`src/rtl/imem_loader.sv`:
```
// Instruction-memory program loader: takes a framed byte stream, assembles
// little-endian words, writes them to imem and holds the core while loading.
module imem_loader #(
  parameter int Memory_Depth = 1024,
  localparam int AW = $clog2(Memory_Depth)
) (
  input  logic          clk,
  input  logic          rst,
  input  logic          start,
  input  logic [7:0]    rx_data,
  input  logic          rx_valid,
  output logic          rx_ready,
  output logic          wr_en,
  output logic [AW-1:0] wr_addr,
  output logic [31:0]   wr_data,
  output logic          cpu_hold,
  output logic          busy,
  output logic          done,
  output logic          error
);

  typedef enum logic [2:0] {
    IDLE = 3'd0,
    HDR0 = 3'd1,
    HDR1 = 3'd2,
    DATA = 3'd3,
    CSUM = 3'd4,
    FIN  = 3'd5
  } state_t;

  localparam logic [16:0] DEPTH = 17'(Memory_Depth);

  state_t        r_state;
  state_t        w_next;
  logic [7:0]    r_nlo;
  logic [15:0]   r_cnt;
  logic [15:0]   r_widx;
  logic [1:0]    r_lane;
  logic [23:0]   r_word;
  logic [7:0]    r_xor;
  logic          r_rx_ready;
  logic          r_busy;
  logic          r_wr_en;
  logic [AW-1:0] r_wr_addr;
  logic [31:0]   r_wr_data;
  logic          r_cpu_hold;
  logic          r_done;
  logic          r_error;

  logic          w_xfer;
  logic [15:0]   w_n;
  logic          w_n_over;
  logic          w_n_zero;
  logic          w_last_word;
  logic          w_next_active;

  assign w_xfer      = rx_valid && r_rx_ready;
  assign w_n         = {rx_data, r_nlo};
  assign w_n_over    = {1'b0, w_n} > DEPTH;
  assign w_n_zero    = (w_n == '0);
  assign w_last_word = (r_widx == r_cnt - 16'd1);

  always_ff @(posedge clk) begin
    if (!rst) r_state <= IDLE;
    else      r_state <= w_next;
  end

  always_comb begin
    w_next = r_state;
    case (r_state)
      IDLE, FIN: if (start) w_next = HDR0;
      HDR0:      if (w_xfer) w_next = HDR1;
      HDR1: begin
        if (w_xfer) begin
          if (w_n_over)      w_next = FIN;
          else if (w_n_zero) w_next = CSUM;
          else               w_next = DATA;
        end
      end
      DATA:      if (w_xfer && r_lane == 2'd3 && w_last_word) w_next = CSUM;
      CSUM:      if (w_xfer) w_next = FIN;
      default:   w_next = IDLE;
    endcase
  end

  // rx_ready/busy are registered from the next state so they track r_state exactly
  assign w_next_active = (w_next == HDR0) || (w_next == HDR1) ||
                         (w_next == DATA) || (w_next == CSUM);

  always_ff @(posedge clk) begin
    if (!rst) begin
      r_nlo      <= '0;
      r_cnt      <= '0;
      r_widx     <= '0;
      r_lane     <= '0;
      r_word     <= '0;
      r_xor      <= '0;
      r_rx_ready <= 1'b0;
      r_busy     <= 1'b0;
      r_wr_en    <= 1'b0;
      r_wr_addr  <= '0;
      r_wr_data  <= '0;
      r_cpu_hold <= 1'b0;
      r_done     <= 1'b0;
      r_error    <= 1'b0;
    end else begin
      r_wr_en    <= 1'b0;
      r_rx_ready <= w_next_active;
      r_busy     <= w_next_active;
      case (r_state)
        IDLE, FIN: begin
          if (start) begin
            r_done     <= 1'b0;
            r_error    <= 1'b0;
            r_lane     <= '0;
            r_widx     <= '0;
            r_xor      <= '0;
            r_cpu_hold <= 1'b1;
          end
        end
        HDR0: if (w_xfer) r_nlo <= rx_data;
        HDR1: begin
          if (w_xfer) begin
            r_cnt <= w_n;
            if (w_n_over) begin
              r_done  <= 1'b1;
              r_error <= 1'b1;
            end
          end
        end
        DATA: begin
          if (w_xfer) begin
            r_xor  <= r_xor ^ rx_data;
            r_lane <= r_lane + 2'd1;
            if (r_lane == 2'd3) begin
              r_wr_en   <= 1'b1;
              r_wr_addr <= r_widx[AW-1:0];
              r_wr_data <= {rx_data, r_word};
              r_widx    <= r_widx + 16'd1;
            end else begin
              // lanes shift in from the top so lane 0 ends up in bits [7:0]
              r_word <= {rx_data, r_word[23:8]};
            end
          end
        end
        CSUM: begin
          if (w_xfer) begin
            r_done     <= 1'b1;
            r_error    <= (rx_data != r_xor);
            r_cpu_hold <= (rx_data != r_xor);
          end
        end
        default: ;
      endcase
    end
  end

  assign rx_ready = r_rx_ready;
  assign busy     = r_busy;
  assign wr_en    = r_wr_en;
  assign wr_addr  = r_wr_addr;
  assign wr_data  = r_wr_data;
  assign cpu_hold = r_cpu_hold;
  assign done     = r_done;
  assign error    = r_error;

endmodule

```
`config.mk`:
```
export PLATFORM = sky130hd
export DESIGN_NAME = imem_loader
export DESIGN_NICKNAME = d
export VERILOG_FILES = /design/src/rtl/imem_loader.sv
export SDC_FILE = /design/constraint.sdc
export NUM_CORES = 1
export LEC_CHECK = 0
export CORE_MARGIN = 2
export CORE_UTILIZATION = 45
export DETAILED_ROUTE_END_ITERATION = 8
export DONT_BUFFER_PORTS = 1
export GPL_ROUTABILITY_DRIVEN = 1
export PLACE_DENSITY = 0.6
export SLEW_MARGIN = 15
export SYNTH_ARGS = -nofsm -noshare
export SYNTH_HDL_FRONTEND = slang
export SYNTH_SLANG_ARGS = --single-unit
```
`constraint.sdc`:
```
create_clock -name clk -period 2.1 [get_ports clk]
set_input_delay 0.525 -clock clk [delete_from_list [all_inputs] [get_ports clk]]
set_output_delay 0.525 -clock clk [all_outputs]
set_load 0.1 [all_outputs]
```
==> flow_summary.ini, run 1 <==
[finish]
utilization = 0.607
layout_common_cells = 183 x nand2_1, 118 x dfxtp_1, 114 x buf_4
multi_input_area_um2 = 2820
fillers = 1027
area_growth_pct = 30.2
n_antenna_cell = 0
post-route-cell-area_um2 = 6990
nets = 782
seqCellArea_um2 = 2490
mostFrequentLayoutCell = nand2_1
drive_gt1_frac = 0.237

[setup_path]
cpMaxStageDelayCell = dfxtp_2
crit_path_end_kind = flip-flop
crit_type = reg -> reg
cp.arrival_ps = 2520
slowest_delay_ps = 340
worst-path-max-fanout = 4
critPathRequiredTime_ps = 2400
start_kind = flip-flop
cpMostUsedCell = buf_4
cp_cell_sequence = nor3_4 -> buf_6 -> buf_4 -> nand4_1 -> nor3_2 -> xnor2_1 -> nand3_2 -> buf_4 -> nor4_4 -> or3_1 -> mux2i_1

[die]
fp-row-count = 39
start_util = 0.466
die_y_um = 113
coreArea_um2 = 11500
dieArea_um2 = 12800
fp.dieW_um = 113
boundaryPins = 60

[logic_synthesis]
syn_inst = 676
synth_area_um2 = 5370
synth_top_flop_cell = dfxtp_1
ys_ff_latch = 124
yosysTopAreaCell = dfxtp_1
async_flop_share = 0
synth.avg_cell_area_um2 = 7.94
synth.distinct_cells = 56
ys_seq_area_frac = 0.462
synth_top_area_frac = 0.462
ys_warn_count = 0
synth_edf_count = 0
synth.net_count = 691
synth_area_leaders = dfxtp_1 46%, nand2_1 13%, a21oi_1 8.3%

[detailed_routing]
dr.pass1.iters = 7
drt_iter0_markers = 259
routedWlPerCell_um = 15.5
num_vias = 4930
route.final.wire_length_um = 14300
drc = 3
postRouteAntennaNets = 0
viasPerCell = 5.34

[timing]
setup_viol = 3
skew_ps = 5.51
finalCriticalPeriod_ps = 2210
fmax_ghz = 0.452
setup_slack_ps = -113
report.final.slew_viol_count = 0
tightest_slew_ps = 718
finalCritPeriodShare = 1.05
relSlewSlack = 0.518
hold_viol_final = 0
rsz0062_at_grt = yes

[outcome]
violations = design-rule violations, negative setup slack
status = finished, violations left

[power_and_ir_drop]
vdd_drop_max_mv = 0.817
total_power_mw = 5.60
power_density_nw_per_um2 = 801
p_leak_nw = 2.76

[grt]
grt_pass1_wl_um = 23400
grt_pass1_vias = 4753
grt_overflow = 0
grt_antenna_before_repair = 0
track_usage = 0.232
grt_max_degree = 43

[place]
dp_hpwl_um = 9840
placed_cell_area_um2 = 6260
gp_congestion = 0.913
io_buffers = 0

[clock_network]
clk_pin_slew_ps = 50
cts_tree = done
h-tree-depth = 4
cts_root_buf = clkbuf_16
clk_latency_ps = 420
clk_path_buf_depth = 2
clock_sinks = 124
cts_hold_buf = 0
cts_buffers = 17

[flow_run]
max_cap_violations = 0

[worst_hold_path]
hold_class = in -> reg
layout make-up:
| type | count | share of cell area |
|---|---|---|
| multi-input cells | 500 | 0.403 |
| clock inverters | 10 | 0.0165 |
| flip-flops and latches | 124 | 0.356 |
| repair buffers | 117 | 0.130 |
| well taps | 143 | 0.0256 |
| clock buffers | 22 | 0.0650 |
| inverters | 7 | 0.00376 |
metal layers:
layer  GRT usage  share of wire  routed length (um)  vias to the layer above
met5           0              0                   0                        -
met4      0.0854          0.016                 235                        0
met3      0.0696          0.053                 754                       24
met2       0.373           0.47                6770                      112
met1       0.294           0.46                6520                     2335
li1            -              -                   -                     2459
state kept, by name, indices dropped and copies added, names as in the netlist:
name,cells
r_nlo,8
r_lane,2
r_cnt,16
done,1
wr_data,32
r_widx,16
r_xor,8
r_state,3
busy,1
wr_en,1
r_word,24
wr_addr,10
error,1
cpu_hold,1
metrics by stage:
stage	cells	setup WS (ps)	hold WS (ps)	TNS, ps
after CTS	917	-166	197	-343
final	923	-113	212	-256
after detailed placement	885	-171	449	-1220
after global routing	923	-275	200	-1100
after global placement	885	-107	445	-841
after floorplan	676	-48.0	432	-48.0
repair_timing:
action | CTS | global route
setup endpoints to repair | 4 | 18
pin swaps | 2 | 9
gates resized for setup | 9 | 18
buffers inserted | 0 | 6
power breakdown:
group          internal [mW]  switching, mW  total (mW)
logic                  0.130          0.248       0.378
clock network           1.78           1.03        2.81
registers               2.39         0.0282        2.42
synthesized netlist by cell type, drive strengths merged (3+ instances only):
cell and count:
clkbuf 37, nand2 185, mux2i 11, o21a 11, nor3 10, or2 3, inv 7, ha 3
nand3 7, a21oi 89, or3 5, o21ai 13, nor4 11, xor2 25, a311oi 10, nand4 9
and2 3, xnor2 17, buf 8, dfxtp 124, nor2 56, nor4b 4
path summary, 6_finish.rpt:
path	startpoint	to	slack [ps]	depth (start not counted)
setup reg to reg	r_cnt[3]$_SDFFE_PN0P_	busy$_SDFF_PN0_	-110	11
hold reg to reg	wr_data[1]$_SDFFE_PN0P_	wr_data[1]$_SDFFE_PN0P_	450	2
hold / removal	rx_data[2]	r_xor[2]$_SDFFE_PN0P_	210	1
setup / recovery	r_cnt[3]$_SDFFE_PN0P_	busy$_SDFF_PN0_	-110	11
critical path, delay by kind of cell (launching register included):
family                 cells  cell delay [ps]
XOR/XNOR                   1              150
flip-flops                 1              340
AND/OR/NAND/NOR            6             1140
buffers and inverters      3              410
multiplexers               1               60
cell families after synthesis:
family / share of synthesized area
flops: 0.462
simple gates: 0.250
compound gates: 0.154
buf+inv: 0.0375
mux: 0.0205
xor+xnor: 0.0685
fa+ha+maj: 0.00699
(Power assumes the default switching activity.)
==> run 2: changes to the inputs <==
- SLEW_MARGIN: 15 -> unset
==> results of run 2 <==
Same layout as run 1: the final DEF is identical, and so are final timing and power.
==> run 3: changes to the inputs <==
--- a/config.mk
+++ b/config.mk
@@ -13,2 +13,3 @@
 export PLACE_DENSITY = 0.6
+export RECOVER_POWER = 25
 export SYNTH_ARGS = -nofsm -noshare
--- a/constraint.sdc
+++ b/constraint.sdc
@@ -3,2 +3,2 @@
 set_output_delay 0.525 -clock clk [all_outputs]
-set_load 0.1 [all_outputs]
+set_load 0.05 [all_outputs]
==> flow_summary.ini, run 3 (same netlist as run 1, synthesis figures left out) <==
[outcome]
status = finished, violations left
violations = design-rule violations, negative setup slack

[detailed_routing]
viasPerCell = 5.51
drc = 4
routedWlPerCell_um = 16.8
postRouteAntennaNets = 0
dr.pass1.iters = 9
route.final.wire_length_um = 14800
drt_iter0_markers = 383
num_vias = 4849

[power_and_ir_drop]
p_comb_frac = 0.056
p_clk_frac = 0.505
internal-power_mw = 4.27
p_sw_mw = 1.29
p_leak_nw = 2.55
power_density_nw_per_um2 = 825
vdd_drop_max_mv = 0.562
p_sw_frac = 0.232
total_power_mw = 5.56
seq_power_share = 0.438

[flow_run]
max_cap_violations = 0

[worst_hold_path]
hold_class = in -> reg
min_path_cells = 1
min_from = rx_data[6]

[clock_network]
clk_latency_ps = 410
cts_hold_buf = 0
cts_root_buf = clkbuf_16
clock_sinks = 124
cts_buffers = 17
h-tree-depth = 4
clk_pin_slew_ps = 60
clk_path_buf_depth = 2
cts_tree = done

[finish]
largest_reg_flops = 32
utilization = 0.585
drive_gt1_frac = 0.199
layout_common_cells = 182 x nand2_1, 120 x dfxtp_1, 87 x a21oi_1
nets = 740
finalNonFillerCells = 880
area_growth_pct = 25.5
n_antenna_cell = 0
mostFrequentLayoutCell = nand2_1
fillers = 1049

[setup_path]
cpMaxStageDelayCell = dfxtp_4
cp_cell_sequence = nor3_4 -> nand2_4 -> o21a_1 -> a211o_1 -> a31oi_4 -> nor4_4 -> or3_1 -> mux2i_1
worst-path-max-fanout = 6
cp.arrival_ps = 2570
crit_path_end_kind = flip-flop
slowest_delay_ps = 360
critPathRequiredTime_ps = 2440
reg2regPathDepth = 8
crit_start = r_cnt[4]$_SDFFE_PN0P_
start_kind = flip-flop
timing.rr.start = r_cnt[4]$_SDFFE_PN0P_
crit_type = reg -> reg

[place]
io_buffers = 0
dp_cells = 841
gp_congestion = 0.881
dp_hpwl_um = 9960

[die]
start_util = 0.466
boundaryPins = 60
die_y_um = 113
fp.dieW_um = 113
coreArea_um2 = 11500
dieArea_um2 = 12800
fp-row-count = 39

[timing]
setup_viol = 4
rsz0062_at_grt = yes
relSlewSlack = 0.553
skew_ps = 7.00
fmax_ghz = 0.448
finalCriticalPeriod_ps = 2230
report.final.slew_viol_count = 0
tightest_slew_ps = 669
finalCritPeriodShare = 1.06
hold_viol_final = 0
setup_slack_ps = -135

[grt]
track_usage = 0.240
grt_overflow = 0
grt_antenna_before_repair = 0
grt_max_degree = 54
grt_pass1_vias = 4820
grt_pass1_wl_um = 24100
run 3: cell types whose count changed in the layout (fill, tap and decap cells not counted), sizes merged:
| cell | change |
|---|---|
| clkinvlp | +2 |
| buf | -42 |
| clkinv | +1 |
| inv | -1 |
| clkbuf | -3 |
run 3: what timing repair did:
action	CTS	global route
resized for setup	8	26
buffers inserted	4	4
endpoints found under the setup margin	4	62
pin swaps	7	15
endpoints found under the hold margin	0	0
run 3: power by group through the flow:
stage,Clock (mW),Sequential [mW],Combinational (mW)
2_1_floorplan,0,2.49,0.218
3_3_place_gp,0,2.49,0.293
3_5_place_dp,0,2.49,0.301
4_1_cts,2.84,2.44,0.305
5_1_grt,2.95,2.44,0.345
6_report,2.81,2.44,0.313
run 3: layout make-up:
cell class	count	area, um2	share of cell area
multi-input combinational	500	2860	0.425
timing repair buffer	75	617	0.0916
clock buffer	19	443	0.0657
tap	143	179	0.0266
sequential	124	2490	0.370
inverter	7	26.3	0.00390
clock inverter	12	123	0.0182
run 3: worst paths after layout:
path / endpoint / slack, ps
setup / recovery: busy$_SDFF_PN0_ / -130
hold / removal: r_xor[6]$_SDFFE_PN0P_ / 220
setup reg to reg: busy$_SDFF_PN0_ / -130
hold reg to reg: r_word[3]$_SDFFE_PN0P_ / 460
run 3: critical path: cells and delay by family (launching register included):
kind / cells / cell delay (ps)
compound gates: 3 / 840
flops: 1 / 360
mux: 1 / 150
simple gates: 4 / 810
run 3: per-layer routing:
layer / routed length [um] / vias up / global-route usage
met1: 6750 / 2302 / 0.312
met4: 257 / 0 / 0.103
met5: 0 / - / 0
met2: 6820 / 130 / 0.370
met3: 937 / 28 / 0.0718
li1: - / 2389 / -
run 3: per-stage QoR:
stage                     setup slack (ps)  TNS [ps]  hold WS (ps)  area (um2)
final                                 -135      -297           219        6740
after global routing                  -236     -3030           207        6740
after CTS                             -221      -559           210        6600
after detailed placement              -207     -2930           447        5960
after global placement                -158     -2770           446        5960
after floorplan                      -64.6     -64.6           432        5400
